File: config.mk
export PLATFORM = sky130hd
export DESIGN_NAME = control_divisor_flat
export DESIGN_NICKNAME = d
export VERILOG_FILES = /design/src/rtl/control_divisor_if.sv /design/src/rtl/control_divisor.sv /design/src/flat_wrapper.sv
export SDC_FILE = /design/constraint.sdc
export NUM_CORES = 1
export LEC_CHECK = 0
export CAP_MARGIN = 20
export CORE_MARGIN = 2
export CORE_UTILIZATION = 44
export DETAILED_ROUTE_END_ITERATION = 16
export PLACE_DENSITY = 0.85
export REMOVE_ABC_BUFFERS = 1
export SYNTH_ARGS = -nofsm -noshare
export SYNTH_HDL_FRONTEND = slang
export SYNTH_SLANG_ARGS = --single-unit
File: constraint.sdc
create_clock -name clk -period 1.9 [get_ports clk]
set_input_delay 0.475 -clock clk [delete_from_list [all_inputs] [get_ports clk]]
set_output_delay 0.475 -clock clk [all_outputs]
set_load 0.02 [all_outputs]
File: src/rtl/control_divisor_if.sv
// Handshake and operand bus between the divider controller, its requester
// and the external 4-bit adder/subtractor.
interface control_divisor_if;
  logic       start;
  logic [3:0] dividend;
  logic [3:0] divisor;
  logic [3:0] op_a;
  logic [3:0] op_b;
  logic       op_cin;
  logic [3:0] sum_s;
  logic       sum_cout;
  logic [3:0] quotient;
  logic [3:0] remainder;
  logic       busy;
  logic       done;
  logic       div_err;

  modport slave (
    input  start, dividend, divisor, sum_s, sum_cout,
    output op_a, op_b, op_cin, quotient, remainder, busy, done, div_err
  );

  modport master (
    output start, dividend, divisor, sum_s, sum_cout,
    input  op_a, op_b, op_cin, quotient, remainder, busy, done, div_err
  );
endinterface

File: src/rtl/control_divisor.sv
// Restoring 4-bit unsigned divider controller; the trial subtraction is
// performed by an external adder/subtractor driven through op_a/op_b/op_cin.
module control_divisor (
  input  logic               clk,
  input  logic               rst,
  control_divisor_if.slave   ctl
);

  typedef enum logic [1:0] {IDLE, CALC, DONE} state_t;

  state_t     state_reg, state_next;
  logic [3:0] q_reg, q_next;
  logic [3:0] r_reg, r_next;
  logic [3:0] d_reg, d_next;
  logic [1:0] cnt_reg, cnt_next;
  logic [3:0] quotient_reg, quotient_next;
  logic [3:0] remainder_reg, remainder_next;
  logic       div_err_reg, div_err_next;

  logic [4:0] sh;
  logic       ok;
  logic [3:0] op_a_c, op_b_c;
  logic       op_cin_c;

  always_ff @(posedge clk) begin
    if (rst) begin
      state_reg     <= IDLE;
      q_reg         <= 4'd0;
      r_reg         <= 4'd0;
      d_reg         <= 4'd0;
      cnt_reg       <= 2'd0;
      quotient_reg  <= 4'd0;
      remainder_reg <= 4'd0;
      div_err_reg   <= 1'b0;
    end else begin
      state_reg     <= state_next;
      q_reg         <= q_next;
      r_reg         <= r_next;
      d_reg         <= d_next;
      cnt_reg       <= cnt_next;
      quotient_reg  <= quotient_next;
      remainder_reg <= remainder_next;
      div_err_reg   <= div_err_next;
    end
  end

  always_comb begin
    state_next     = state_reg;
    q_next         = q_reg;
    r_next         = r_reg;
    d_next         = d_reg;
    cnt_next       = cnt_reg;
    quotient_next  = quotient_reg;
    remainder_next = remainder_reg;
    div_err_next   = div_err_reg;
    op_a_c         = 4'd0;
    op_b_c         = 4'd0;
    op_cin_c       = 1'b0;
    // Shifted partial remainder; bit 4 set means it already exceeds any divisor.
    sh             = {r_reg, q_reg[3]};
    ok             = sh[4] | ctl.sum_cout;

    case (state_reg)
      IDLE: begin
        if (ctl.start) begin
          q_next       = ctl.dividend;
          r_next       = 4'd0;
          d_next       = ctl.divisor;
          cnt_next     = 2'd0;
          div_err_next = 1'b0;
          if (ctl.divisor != 4'd0) begin
            state_next = CALC;
          end else begin
            quotient_next  = 4'hF;
            remainder_next = ctl.dividend;
            div_err_next   = 1'b1;
            state_next     = DONE;
          end
        end
      end
      CALC: begin
        op_a_c   = sh[3:0];
        op_b_c   = d_reg;
        op_cin_c = 1'b1;
        r_next   = ok ? ctl.sum_s : sh[3:0];
        q_next   = {q_reg[2:0], ok};
        cnt_next = cnt_reg + 2'd1;
        if (cnt_reg == 2'd3) begin
          quotient_next  = {q_reg[2:0], ok};
          remainder_next = ok ? ctl.sum_s : sh[3:0];
          state_next     = DONE;
        end
      end
      DONE: begin
        state_next = IDLE;
      end
      default: begin
        state_next = IDLE;
      end
    endcase
  end

  assign ctl.op_a      = op_a_c;
  assign ctl.op_b      = op_b_c;
  assign ctl.op_cin    = op_cin_c;
  assign ctl.quotient  = quotient_reg;
  assign ctl.remainder = remainder_reg;
  assign ctl.div_err   = div_err_reg;
  assign ctl.busy      = (state_reg == CALC);
  assign ctl.done      = (state_reg == DONE);

endmodule

File: src/flat_wrapper.sv
// flat-port wrapper written by rule: the top's interface ports become plain ports
module control_divisor_flat 
  (clk, rst, ctl_start, ctl_dividend, ctl_divisor, ctl_sum_s, ctl_sum_cout, ctl_op_a, ctl_op_b, ctl_op_cin, ctl_quotient, ctl_remainder, ctl_busy, ctl_done, ctl_div_err);
  control_divisor_if ctl_i ();
  input  logic clk;
  input  logic rst;
  input wire logic [$bits(ctl_i.start)-1:0] ctl_start;
  input wire logic [$bits(ctl_i.dividend)-1:0] ctl_dividend;
  input wire logic [$bits(ctl_i.divisor)-1:0] ctl_divisor;
  input wire logic [$bits(ctl_i.sum_s)-1:0] ctl_sum_s;
  input wire logic [$bits(ctl_i.sum_cout)-1:0] ctl_sum_cout;
  output wire logic [$bits(ctl_i.op_a)-1:0] ctl_op_a;
  output wire logic [$bits(ctl_i.op_b)-1:0] ctl_op_b;
  output wire logic [$bits(ctl_i.op_cin)-1:0] ctl_op_cin;
  output wire logic [$bits(ctl_i.quotient)-1:0] ctl_quotient;
  output wire logic [$bits(ctl_i.remainder)-1:0] ctl_remainder;
  output wire logic [$bits(ctl_i.busy)-1:0] ctl_busy;
  output wire logic [$bits(ctl_i.done)-1:0] ctl_done;
  output wire logic [$bits(ctl_i.div_err)-1:0] ctl_div_err;
  assign ctl_i.start = ctl_start;
  assign ctl_i.dividend = ctl_dividend;
  assign ctl_i.divisor = ctl_divisor;
  assign ctl_i.sum_s = ctl_sum_s;
  assign ctl_i.sum_cout = ctl_sum_cout;
  assign ctl_op_a = ctl_i.op_a;
  assign ctl_op_b = ctl_i.op_b;
  assign ctl_op_cin = ctl_i.op_cin;
  assign ctl_quotient = ctl_i.quotient;
  assign ctl_remainder = ctl_i.remainder;
  assign ctl_busy = ctl_i.busy;
  assign ctl_done = ctl_i.done;
  assign ctl_div_err = ctl_i.div_err;
  control_divisor u_core (.clk(clk), .rst(rst), .ctl(ctl_i));
endmodule
==> run summary, run 1 <==
Synth top area share: 40.8%
Ports: 36
layout cells sized above 1: 18.5%
Most used DFF post-synth: dfxtp_1
grt ovf: 0
Post-synth top cells: dfxtp_1 (25), nor2_1 (13), a211oi_1 (10), nand2_1 (9)
max-slew violation count: 0
initial antenna violation count: 0
Pleak: 0.000626 uW
FF-to-FF End: u_core.ctl.remainder[0]
Die X-Extent: 56.8 um
count leader, synth: dfxtp_1
Slew HR: 74.7%
via count: 1128
Die Height: 56.8 um
Yosys cell types: 38
H-tree depth: 1
slew at the pin closest to its max-slew limit: 0.379 ns
Clock Tree Root: clkbuf_4
Critical Path RT: 1.42 ns
critical-path cell list: nand2b_4 -> inv_6 -> and2_1 -> clkdlybuf4s15_2
GP Congestion: 0.875
max-cap violation count: 0
Detailed Route WL: 3060 um
Syn Std Cell Area: 1230 um^2
RSZ-0062 raised after global routing: false
Final Skew: 0.00606 ns
Fin. Hold Viols: 0
total CTS buffers: 3
R2R Setup Slk: 0.44 ns
hold worst-path end: u_core.ctl.quotient[2]
Clock Pin Slew Worst Setup and Hold Paths: 0.14 ns
Clock Path Buffers: 2
remaining antenna violation count: 0
CTS tree: built
cell count after synthesis: 134
hold wc startpoint: u_core.ctl.quotient[2]
first-pass GRT wire length: 5340 um
status: complete, no violations
worst hold path type: flop to flop
core region area: 2710 um^2
global-route usage over all layers: 21.0%
DR iter-0 viols: 33
setup TNS: 0 ns
syn avg cell area: 9.16 um^2
Post-synth EDFFs: 0
area leader, netlist: dfxtp_1
DP Worst Slack: -0.0766 ns
CP Max Fanout: 15
die area: 3230 um^2
pwr dens: 630 nW/um^2
row count: 19
number of global-route vias before repair: 1151
Largest delay share family, worst path: buffers and inverters
crit-path max cell delay: 0.35 ns
CP arrival: 1.35 ns
Worst Setup Start Kind: flop
upper clock frequency limit: 547 MHz
Seq cells post-synth: 25
Vias/cell: 5.53
Final period util: 96.2%
WL/cell: 15.0 um
NumNets Final: 191
fraction of registers with async set/reset: 0%
First-pass DRT Iterations: 4
critical path class: flop to output pin
Hold Buf Count CTS: 0
Syn. warnings: 0
Skew-Pair Late Insertion Delay: 0.32 ns
starting density of the core: 45.3%
sequential share of the synthesized area: 40.8%
area grow syn2layout: 34.6%
Sink Count: 25
Inserted Diodes: 0
final worst setup slack: 0.0715 ns
maximum vdd drop: 0.487 mV
r2r worst-path depth: 4
Worst setup EP type: output pin
total setup buffers inserted after CTS: 0
Worst path slowest cell: dfxtp_1
Hold Path Depth: 2
number of buffers and inverters on the critical path: 2
pin count of the biggest net entering global routing: 20
Crit Reg-Reg Startpoint: u_core.cnt_reg[0]
HPWL Detailed: 2360 um
DRC Markers: 0
# setup viols final: 0
IO Port Bufs: 35
min Tclk post-route: 1.83 ns
synth top area cells: dfxtp_1 (41%), a211oi_1 (6.1%), and2_1 (4.1%)
tightest hold or removal path, cell delays in order, from the launching register on:
cell,delay [ns]
dfxtp_1,0.34
inv_1,0.05
a211oi_1,0.05
layout make-up:
class                           count  area (um^2)
Clock buffer                        3         22.5
Clock inverter                      1         7.51
Fill cell                         252         1060
Inverter                            5         23.8
Multi-Input combinational cell     92          641
Sequential cell                    25          502
Tap cell                           31         38.8
Timing Repair Buffer               47          417
how the worst max path moves through the flow:
stage                         from                      end  slack [ns]  depth (start not counted)
2_1_floorplan  u_core.state_reg[0]              ctl_op_a[0]        0.23                          3
3_3_place_gp        ctl_divisor[0]  u_core.ctl.remainder[0]        0.03                          5
3_5_place_dp        ctl_divisor[0]  u_core.ctl.remainder[0]       -0.08                          5
4_1_cts        u_core.state_reg[1]              ctl_op_a[2]       0.005                          4
5_1_grt        u_core.state_reg[1]              ctl_op_b[2]       0.003                          4
6_report       u_core.state_reg[1]              ctl_op_b[2]        0.07                          4
power by group:
part | internal [uW] | leakage, uW | switching (uW)
Combinational | 110 | 0.000408 | 117
Sequential | 551 | 0.000204 | 20.4
Clock | 80.6 | 0.0000139 | 161
Total | 742 | 0.000626 | 298
cell usage in the layout, fill, tap and decap left out, types with 2 or more instances in the layout:
| cell type | n |
|---|---|
| a211oi_1 | 10 |
| a21oi_1 | 8 |
| a311oi_1 | 5 |
| and2_1 | 8 |
| buf_4 | 12 |
| clkbuf_2 | 4 |
| clkbuf_4 | 3 |
| clkdlybuf4s15_2 | 3 |
| clkdlybuf4s50_1 | 24 |
| dfxtp_1 | 24 |
| dlygate4sd2_1 | 2 |
| inv_1 | 4 |
| mux2i_1 | 5 |
| nand2_1 | 9 |
| nand2b_1 | 2 |
| nor2_1 | 13 |
| nor3b_1 | 4 |
| nor4b_1 | 3 |
| o21a_1 | 4 |
| o21ai_1 | 3 |
routing by layer:
metal	routed length, um	global-route usage, %	share of wire (%)
met1	1370	28.4	45
met2	1460	34.6	48
met3	153	3.23	5.0
met4	67	6.31	2.2
met5	0	0	0
through the flow:
stage                     total power (uW)  cells  hold WS [ns]  utilization (%)  area (um^2)
after floorplan                        686    122         0.429                -         1160
after global placement                 801    200         0.451             60.5         1640
after detailed placement               811    200         0.458             60.5         1640
after CTS                             1050    204         0.477             61.7         1670
after global routing                  1100    204         0.503             60.9         1650
final                                 1040    204         0.470             60.9         1650
cells by family (layout without fill, tap and decap cells):
kind of cell | after synthesis | after routing | synth area share (%)
AO/OA/AOI/OAI | 39 | 39 | 23.2
adder cells (fa/ha/maj) | 1 | 1 | 1.02
buffers and inverters | 17 | 56 | 7.03
flip-flops | 25 | 25 | 40.8
multiplexers | 5 | 5 | 4.08
AND/OR/NAND/NOR | 47 | 47 | 23.9
timing repair:
item                                    in CTS  in global routing
endpoints found under the setup margin      11                  9
resized for setup                           24                  8
cloned                                       0                  0
No activity file was read; power rests on OpenSTA's default activity.
==> run 2, diff against run 1 <==
PLACE_DENSITY = 0.73   (was 0.85)
==> run 2 against run 1 <==
  * Non-clock buffer count did not move
  * Flip-flop and latch count is the same
  * Clock power shrank 2%
  * Clock skew barely moved
  * Sequential power about the same
  * Die area stayed put
  * Combinational power about the same
  * Design area down 1.2%
  * Largest cell class unchanged
==> run summary, run 2 (synthesis results as in run 1) <==
NumNets Final: 191
Layout Cells excl Fill: 204
critical path class: flop to output pin
DR iter-0 viols: 28
max-slew violation count: 0
min Tclk post-route: 1.77 ns
number of global-route vias before repair: 1071
Detailed Route WL: 2840 um
total power: 1030 uW
Clock Tree Root: clkbuf_4
pwr dens: 634 nW/um^2
Hold Buf Count CTS: 0
Worst setup EP type: output pin
maximum vdd drop: 0.413 mV
pin count of the biggest net entering global routing: 17
grt ovf: 0
Inst Count DP: 200
global-route usage over all layers: 18.5%
status: complete, no violations
layout cells sized above 1: 19.7%
final core utilization: 60.2%
Cell Area, Placed: 1650 um^2
total setup buffers inserted after CTS: 0
GP Congestion: 0.795
WL/cell: 13.9 um
total CTS buffers: 3
remaining antenna violation count: 0
First-pass DRT Iterations: 4
Clock Path Buffers: 2
Ports: 36
H-tree depth: 1
slew at the pin closest to its max-slew limit: 0.381 ns
via count: 1120
DP Worst Slack: -0.0202 ns
first-pass GRT wire length: 4730 um
IO Port Bufs: 35
Vias/cell: 5.49
Pleak: 0.000635 uW
upper clock frequency limit: 564 MHz
Final Skew: 0.00585 ns
Skew-Pair Late Insertion Delay: 0.32 ns
CP Max Fanout: 10
HPWL Detailed: 2210 um
Final period util: 93.4%
Fin. Hold Viols: 0
area grow syn2layout: 32.9%
die area: 3230 um^2
CP arrival: 1.30 ns
DRC Markers: 0
Sink Count: 25
final worst setup slack: 0.126 ns
row count: 19
Die Height: 56.8 um
most frequent cells in the layout: clkdlybuf4s50_1 (24), dfxtp_1 (24), nor2_1 (13)
max-cap violation count: 0
Critical Path RT: 1.42 ns
starting density of the core: 45.3%
CTS tree: built
initial antenna violation count: 0
# setup viols final: 0
worst hold path type: flop to flop
Clock Pin Slew Worst Setup and Hold Paths: 0.13 ns
Slew HR: 74.5%
Inserted Diodes: 0
RSZ-0062 raised after global routing: false
core region area: 2710 um^2
post-layout instance area: 1630 um^2
CTS resizes: 20
Die X-Extent: 56.8 um
Worst Setup Start Kind: flop
[run 2: layout make-up]
type	instances	area (um^2)
clock inverter	1	5.00
timing repair buffer	47	402
clock buffer	3	22.5
inverter	5	21.3
tap	31	38.8
fill	242	1080
sequential	25	502
multi-input combinational	92	641
[run 2: report_power, final]
part	switching, uW	internal, uW	leakage [uW]	total, uW
clock network	159	78.8	0.0000177	238
registers	19.3	551	0.000204	571
logic	115	111	0.000413	226
[run 2: metrics by stage]
step | hold WS [ns] | TNS, ns
global route | 0.490 | 0
global placement | 0.454 | 0
CTS | 0.479 | 0
detailed placement | 0.459 | -0.0424
floorplan | 0.429 | 0
finish | 0.477 | 0
[run 2: worst paths after layout]
path / start / end / slack [ns] / cells after the start
hold reg to reg: u_core.r_reg[2] / u_core.r_reg[2] / 0.48 / 2
setup / recovery: u_core.state_reg[1] / ctl_done / 0.13 / 3
setup reg to reg: u_core.state_reg[0] / u_core.ctl.quotient[0] / 0.46 / 5
hold / removal: u_core.r_reg[2] / u_core.r_reg[2] / 0.48 / 2
[run 2: layer usage]
| layer | wire length (um) | share of wire, % | vias up | track usage [%] |
|---|---|---|---|---|
| met5 | 0 | 0 | - | 0 |
| met4 | 23 | 0.81 | 0 | 6.31 |
| met3 | 144 | 5.1 | 4 | 2.76 |
| met2 | 1430 | 50 | 32 | 30.9 |
| met1 | 1240 | 44 | 530 | 24.2 |
| li1 | - | - | 554 | - |
[run 2: critical path: stages, from the launching register on]
cell and delay [ns]:
dfxtp_1 0.36, buf_4 0.17, nor2b_1 0.12, dlygate4sd2_1 0.33
